--- src/rtl/amp_fault_latch_pkg.sv ---
// Shared definitions for the amplifier fault latch: state encoding,
// fault_cause bit positions and the default hold-off length.
package amp_fault_latch_pkg;

    typedef enum logic [1:0] {
        ST_DISABLED = 2'd0,
        ST_ENABLED  = 2'd1,
        ST_FAULT    = 2'd2,
        ST_HOLDOFF  = 2'd3
    } amp_state_e;

    // Bit positions inside fault_cause.
    localparam int CAUSE_CUR = 0;
    localparam int CAUSE_MV  = 1;

    // About 100 us at 49.152 MHz.
    localparam int HOLDOFF_CYCLES_DEF = 4915;

    // Width of a down/up counter that must hold values 0 .. n-1 (at least 1 bit).
    function automatic int cnt_width(input int n);
        return (n > 1) ? $clog2(n) : 1;
    endfunction

endpackage

--- src/rtl/amp_fault_filter.sv ---
// Run-length glitch filter on the raw amp_disable level: the fault is
// accepted only once FILTER_LEN consecutive high samples have been seen,
// and any low sample drops it again immediately.
module amp_fault_filter
    import amp_fault_latch_pkg::*;
#(
    parameter int FILTER_LEN = 4
) (
    input  logic clk_i,
    input  logic rst_i,
    input  logic raw_i,
    output logic fault_o
);

    localparam int            RW      = cnt_width(FILTER_LEN);
    localparam logic [RW-1:0] RUN_MAX = RW'(FILTER_LEN - 1);

    // Number of consecutive high samples before the current one, saturating.
    logic [RW-1:0] run_q;

    // Count the current high run; any low sample restarts it.
    always_ff @(posedge clk_i or posedge rst_i) begin
        if (rst_i) begin
            run_q <= '0;
        end else if (!raw_i) begin
            run_q <= '0;
        end else if (run_q != RUN_MAX) begin
            run_q <= run_q + 1'b1;
        end
    end

    // The sample that completes the run is itself accepted, so the
    // latch trips on the FILTER_LEN-th sampling edge.
    assign fault_o = raw_i & (run_q == RUN_MAX);

endmodule

--- src/rtl/amp_fault_latch.sv ---
// Per-axis amplifier enable controller. Latches current-error and
// supply-loss faults, holds the amplifier off until the host clears,
// waits out a hold-off period, then needs a fresh enable request edge.
// Optional glitch filter on amp_disable_in: define AMP_FAULT_FILTER_EN.
module amp_fault_latch
    import amp_fault_latch_pkg::*;
#(
    parameter int HOLDOFF_CYCLES = HOLDOFF_CYCLES_DEF,
    parameter int COUNT_W        = 8,
    parameter int FILTER_LEN     = 4
) (
    input  logic               clk,
    input  logic               reset,
    input  logic               amp_disable_in,
    input  logic               mv_good,
    input  logic               enable_req,
    input  logic               fault_clear,
    input  logic               count_clear,
    output logic               amp_enable,
    output logic               fault_latched,
    output logic [1:0]         fault_cause,
    output logic [COUNT_W-1:0] fault_count,
    output logic [1:0]         state
);

    localparam int            HW        = cnt_width(HOLDOFF_CYCLES);
    localparam logic [HW-1:0] HOLD_LOAD = HW'(HOLDOFF_CYCLES - 1);

    if (HOLDOFF_CYCLES < 1 || FILTER_LEN < 1) begin : g_param_check
        $error("amp_fault_latch: HOLDOFF_CYCLES and FILTER_LEN must be >= 1");
    end

    amp_state_e         state_q;
    logic               amp_enable_q;
    logic               fault_latched_q;
    logic [1:0]         fault_cause_q;
    logic [COUNT_W-1:0] fault_count_q;
    logic [COUNT_W-1:0] fault_count_d;
    logic [HW-1:0]      hold_q;
    logic               req_d_q;

    logic       fault_in;
    logic       fault_now;
    logic       req_rise;
    logic       fault_entry;
    logic [1:0] cause_now;

`ifdef AMP_FAULT_FILTER_EN
    amp_fault_filter #(
        .FILTER_LEN (FILTER_LEN)
    ) u_filter (
        .clk_i   (clk),
        .rst_i   (reset),
        .raw_i   (amp_disable_in),
        .fault_o (fault_in)
    );
`else
    assign fault_in = amp_disable_in;
`endif

    function automatic logic [COUNT_W-1:0] sat_inc(input logic [COUNT_W-1:0] v);
        return (&v) ? v : v + 1'b1;
    endfunction

    assign fault_now             = fault_in | ~mv_good;
    assign req_rise              = enable_req & ~req_d_q;
    assign cause_now[CAUSE_CUR]  = fault_in;
    assign cause_now[CAUSE_MV]   = ~mv_good;
    assign fault_entry           = fault_now &
                                   ((state_q == ST_ENABLED) || (state_q == ST_HOLDOFF));

    // Fault counter next value: a clear coinciding with an entry leaves 1.
    always_comb begin
        fault_count_d = count_clear ? '0 : fault_count_q;
        if (fault_entry) begin
            fault_count_d = sat_inc(fault_count_d);
        end
    end

    // Previous enable_req level; resets high so a held request is not an edge.
    always_ff @(posedge clk or posedge reset) begin
        if (reset) begin
            req_d_q <= 1'b1;
        end else begin
            req_d_q <= enable_req;
        end
    end

    // Main FSM; outputs are updated on the same edge as the transition.
    always_ff @(posedge clk or posedge reset) begin
        if (reset) begin
            state_q         <= ST_DISABLED;
            amp_enable_q    <= 1'b0;
            fault_latched_q <= 1'b0;
            fault_cause_q   <= '0;
            fault_count_q   <= '0;
            hold_q          <= '0;
        end else begin
            fault_count_q <= fault_count_d;
            case (state_q)
                ST_DISABLED: begin
                    if (req_rise & ~fault_in & mv_good) begin
                        state_q      <= ST_ENABLED;
                        amp_enable_q <= 1'b1;
                    end
                end
                ST_ENABLED: begin
                    if (fault_now) begin
                        state_q         <= ST_FAULT;
                        amp_enable_q    <= 1'b0;
                        fault_latched_q <= 1'b1;
                        fault_cause_q   <= fault_cause_q | cause_now;
                    end else if (!enable_req) begin
                        state_q      <= ST_DISABLED;
                        amp_enable_q <= 1'b0;
                    end
                end
                ST_FAULT: begin
                    // A clear while the fault persists is dropped, not queued.
                    if (fault_clear & ~fault_now) begin
                        state_q <= ST_HOLDOFF;
                        hold_q  <= HOLD_LOAD;
                    end
                end
                ST_HOLDOFF: begin
                    if (fault_now) begin
                        state_q       <= ST_FAULT;
                        fault_cause_q <= fault_cause_q | cause_now;
                    end else if (hold_q == '0) begin
                        state_q         <= ST_DISABLED;
                        fault_latched_q <= 1'b0;
                        fault_cause_q   <= '0;
                    end else begin
                        hold_q <= hold_q - 1'b1;
                    end
                end
                default: begin
                    state_q <= ST_DISABLED;
                end
            endcase
        end
    end

    assign amp_enable    = amp_enable_q;
    assign fault_latched = fault_latched_q;
    assign fault_cause   = fault_cause_q;
    assign fault_count   = fault_count_q;
    assign state         = state_q;

endmodule

--- config.mk ---
export PLATFORM = sky130hd
export DESIGN_NAME = amp_fault_latch
export DESIGN_NICKNAME = d
export VERILOG_FILES = /design/src/rtl/amp_fault_latch_pkg.sv /design/src/rtl/amp_fault_filter.sv /design/src/rtl/amp_fault_latch.sv
export SDC_FILE = /design/constraint.sdc
export NUM_CORES = 1
export LEC_CHECK = 0
export ABC_CLOCK_PERIOD_IN_PS = 1900
export BUFFER_PORTS_ARGS = -buffer_cell sky130_fd_sc_hd__buf_2
export CAP_MARGIN = 20
export CORE_MARGIN = 3
export CORE_UTILIZATION = 51
export CTS_CLUSTER_SIZE = 28
export DETAILED_ROUTE_END_ITERATION = 10
export PLACE_DENSITY = 0.82
export SYNTH_ARGS = -nofsm -noshare
export SYNTH_HDL_FRONTEND = slang
export SYNTH_SLANG_ARGS = --single-unit
--- constraint.sdc ---
create_clock -name clk -period 1.9 [get_ports clk]
set_input_delay 0.38 -clock clk [delete_from_list [all_inputs] [get_ports clk]]
set_output_delay 0.38 -clock clk [all_outputs]
set_load 0.01 [all_outputs]
==> summary.md <==
The flow ran to the end, and the final reports show no timing, DRC or antenna violations. Counting flops and latches in the post-synthesis netlist gives 28. The core footprint is 2810 um^2. The cell type with the highest aggregate area in the netlist is sky130_fd_sc_hd__dfrtp_1.

Data on the critical path is required at its endpoint by 2.17 ns. The clock-pin slew reported for the worst setup and hold paths after clock tree synthesis works out to 0.15 ns. Setup repair after global routing could not meet its margin everywhere. Summed over all nets, the half-perimeter wirelength after detailed placement is 2710 um. The effective utilization at floorplan was 0.544; the global placer's final weighted congestion was 0.843.

The area used by multi-input combinational logic was 803 um^2; the achievable clock frequency was 0.546 GHz. The die height works out to 60.7 um. Post-route minimum period: 1.83 ns. The global-route wire length before repair was 6040 um; the final antenna diode count was 0. Worst slew margin relative to its limit: 0.733. Final hold analysis gives a worst-case slack of 0.0513 ns.

The area share of the largest cell type after synthesis was 0.443. The critical path launch point type is a flip-flop. The leakage power summed over all cells came out at 0.804 nW.

During synthesis, Yosys emitted a total of 0 warnings. The setup check on the worst reg-to-reg path leaves a slack of 0.07 ns. Dividing total power by cell area gives a power density of 568 nW/um^2.

Clock tree synthesis inserted a total of 3 buffers. CTS saw 28 sinks. Entering global routing, the biggest net connects 29 pins. The worst register-to-register path begins at hold_q[7]. TritonCTS built the clock tree. The capture point of the worst reg-to-reg path was hold_q[11]. After routing, the total negative slack on setup checks comes to 0 ns. Counting along the longest clock path gives a buffer depth of 2. The first routing iteration left 71 violations. The area added between synthesis and finish came out at 22.0%.

The run gives 0.0700 ns as the smallest setup slack after layout. The tools report the global-route usage over all layers as 0.224. The final layout contains 211 nets. Final-report hold violation count: 0. After detailed routing, the average wire length per cell comes to 15.3 um. Row generation in the floorplan step produced 19 rows.

The storage element area was 702 um^2. The worst setup path is of the reg -> reg kind. In the synthesized netlist the dominant register cell turns out to be sky130_fd_sc_hd__dfrtp_1. The highest net fanout along the worst path was 8. The floorplan step defined a die boundary enclosing 3690 um^2.

The run gives 0 as the final antenna-violating net count. The distinct cell type count of the synthesized netlist is 40, and the via density per instance is 5.96. The count of buffers inserted at the top-level ports is 20. The min-delay analysis places its worst path in the category in -> async. The number of flops mapped to enable cells by yosys was 0.

The tools report the mapped cell area as 1530 um^2. Count of pins over their slew limit: 0. In this run the horizontal extent of the chip is 60.7 um. Counting the fill cells in the layout gives 244. The depth of the most critical reg-to-reg path is 4. Ranked by total cell area, the synthesized netlist is headed by sky130_fd_sc_hd__dfrtp_1, sky130_fd_sc_hd__mux2i_1, sky130_fd_sc_hd__nand2_1. The post-synthesis async set-or-reset flop share was 1.00.

The final worst-path cycle share came out at 0.963. The logs give 0.460 for the sequential fraction of the synthesis area and 0.000503 V for the peak supply drop. In this run the clock root is driven by a sky130_fd_sc_hd__clkbuf_4. Number of antenna violations at the first check in global routing: 0.

The CTS H-tree depth was 1; the mean instance size in the synthesized netlist was 9.36 um^2. The worst-case setup slack after placement is 0.0213 ns, and the number of optimization iterations in the first detailed-route pass is 5. Once placement finished, the instance area stood at 1780 um^2. The via count of the first global-routing pass is 1317, and the largest clock skew in the final design is 0.00281 ns. Summed over all layers, the global routing overflow is 0.

The logs give 3530 um for the total wirelength of the detailed-routed design and 21 for the number of ports placed on the die boundary. The number of nets handed over by synthesis was 173. In the routed design, unresolved DRC markers number 0. The finished cells cover 1860 um^2. The share of cells above drive strength 1 works out to 0.270. STA puts the critical path data arrival time at 2.10 ns. Across the run, the number of max-cap violations was 0. The via total after detailed routing is 1377, and the transition at the pin with the smallest max-transition slack is 0.394 ns. Critical path endpoint category: a flip-flop.

Setup violations remaining at the end of the flow were counted as 0. For the clock insertion delay at the later pin of the skew report, the log shows 0.33 ns. Power comes to 1.06 mW. The run gives 163 as the synthesized netlist cell count.
-- flip-flops by register name, summed over array words and instances, names as in the netlist, named ones only --
signal,count
amp_enable,1
fault_cause,2
fault_count,8
fault_latched,1
hold_q,13
req_d_q,1
state,1
-- worst max-delay path: stages (launching register included) --
cell and delay [ns]:
sky130_fd_sc_hd__dfrtp_1 0.42, sky130_fd_sc_hd__or3_1 0.39, sky130_fd_sc_hd__a211o_4 0.35, sky130_fd_sc_hd__or4_1 0.47, sky130_fd_sc_hd__a21oi_1 0.13
-- layer usage --
layer	global-route usage	vias to the layer above	wire length, um	part of all wire
met5	0	-	0	0
met4	0.105	0	53	0.015
met3	0.0255	4	91	0.026
met2	0.400	27	1860	0.53
met1	0.266	676	1520	0.43
li1	-	670	-	-
-- per-stage QoR --
stage,cells,util
after detailed placement,225,0.636
final,231,0.664
after global placement,225,0.636
after CTS,229,0.649
after floorplan,163,-
after global routing,231,0.664
-- how the worst max path moves through the flow --
stage / start / depth (start not counted) / slack (ns) / end
detailed placement: count_clear / 7 / 0.02 / fault_count[6]
finish: hold_q[7] / 4 / 0.07 / hold_q[11]
global placement: hold_q[7] / 4 / 0.10 / hold_q[11]
floorplan: count_clear / 6 / 0.07 / fault_count[1]
CTS: hold_q[7] / 4 / 0.01 / hold_q[11]
global route: fault_count[0] / 6 / -0.06 / fault_count[6]
-- cells in the mapped netlist (all sizes together), types with 4 or more instances --
master / n
dfrtp: 27
o31ai: 4
nor4: 6
mux2i: 7
o21ai: 5
a21oi: 7
clkbuf: 6
nor2b: 8
nand2: 14
nor2: 12
nor3: 6
inv: 7
nand3: 10
or3: 4
-- power breakdown --
part / internal, mW / switching (mW) / total, mW
Clock: 0.117 / 0.177 / 0.294
Combinational: 0.0552 / 0.0758 / 0.131
Sequential: 0.617 / 0.0157 / 0.632
-- layout by cell type (no fill, tap or decap), types with 2 or more instances in the layout --
| cell | instances |
|---|---|
| sky130_fd_sc_hd__a211oi_1 | 2 |
| sky130_fd_sc_hd__a21oi_1 | 7 |
| sky130_fd_sc_hd__and2_1 | 2 |
| sky130_fd_sc_hd__and3_1 | 2 |
| sky130_fd_sc_hd__buf_2 | 20 |
| sky130_fd_sc_hd__buf_4 | 18 |
| sky130_fd_sc_hd__clkbuf_4 | 3 |
| sky130_fd_sc_hd__dfrtp_1 | 27 |
| sky130_fd_sc_hd__ha_1 | 3 |
| sky130_fd_sc_hd__inv_1 | 6 |
| sky130_fd_sc_hd__mux2_2 | 2 |
| sky130_fd_sc_hd__mux2i_1 | 7 |
| sky130_fd_sc_hd__nand2_1 | 14 |
| sky130_fd_sc_hd__nand2b_1 | 2 |
| sky130_fd_sc_hd__nand3_1 | 10 |
| sky130_fd_sc_hd__nand4_1 | 3 |
| sky130_fd_sc_hd__nor2_1 | 12 |
| sky130_fd_sc_hd__nor2b_1 | 8 |
| sky130_fd_sc_hd__nor3_1 | 6 |
| sky130_fd_sc_hd__nor4_1 | 3 |
| sky130_fd_sc_hd__nor4_2 | 3 |
| sky130_fd_sc_hd__nor4b_1 | 2 |
| sky130_fd_sc_hd__o21a_1 | 3 |
| sky130_fd_sc_hd__o21ai_0 | 4 |
| sky130_fd_sc_hd__o31ai_1 | 4 |
| sky130_fd_sc_hd__or3_1 | 3 |
| sky130_fd_sc_hd__or4_1 | 2 |
| sky130_fd_sc_hd__xnor2_1 | 2 |
-- layout make-up --
class | count | share of cell area
repair buffers | 39 | 0.137
multi-input cells | 122 | 0.431
flip-flops and latches | 28 | 0.377
inverters | 7 | 0.0141
clock buffers | 4 | 0.0195
well taps | 31 | 0.0208
-- repair_timing --
item                                    in CTS  in global routing
gates resized for setup                      0                  5
setup buffers                                0                  2
hold buffers                                 0                  0
endpoints found under the setup margin       0                  7
hold endpoints to repair                     0                  0
-- logic make-up after synthesis --
| logic type | share of synthesized area |
|---|---|
| muxes | 0.0607 |
| AOI/OAI and AO/OA | 0.128 |
| buffers and inverters | 0.0320 |
| DFF | 0.460 |
| and+or+nand+nor | 0.284 |
| xor gates and xnor gates | 0.0115 |
| adders and majority gates | 0.0246 |
Power figures use the tool's default switching activity.
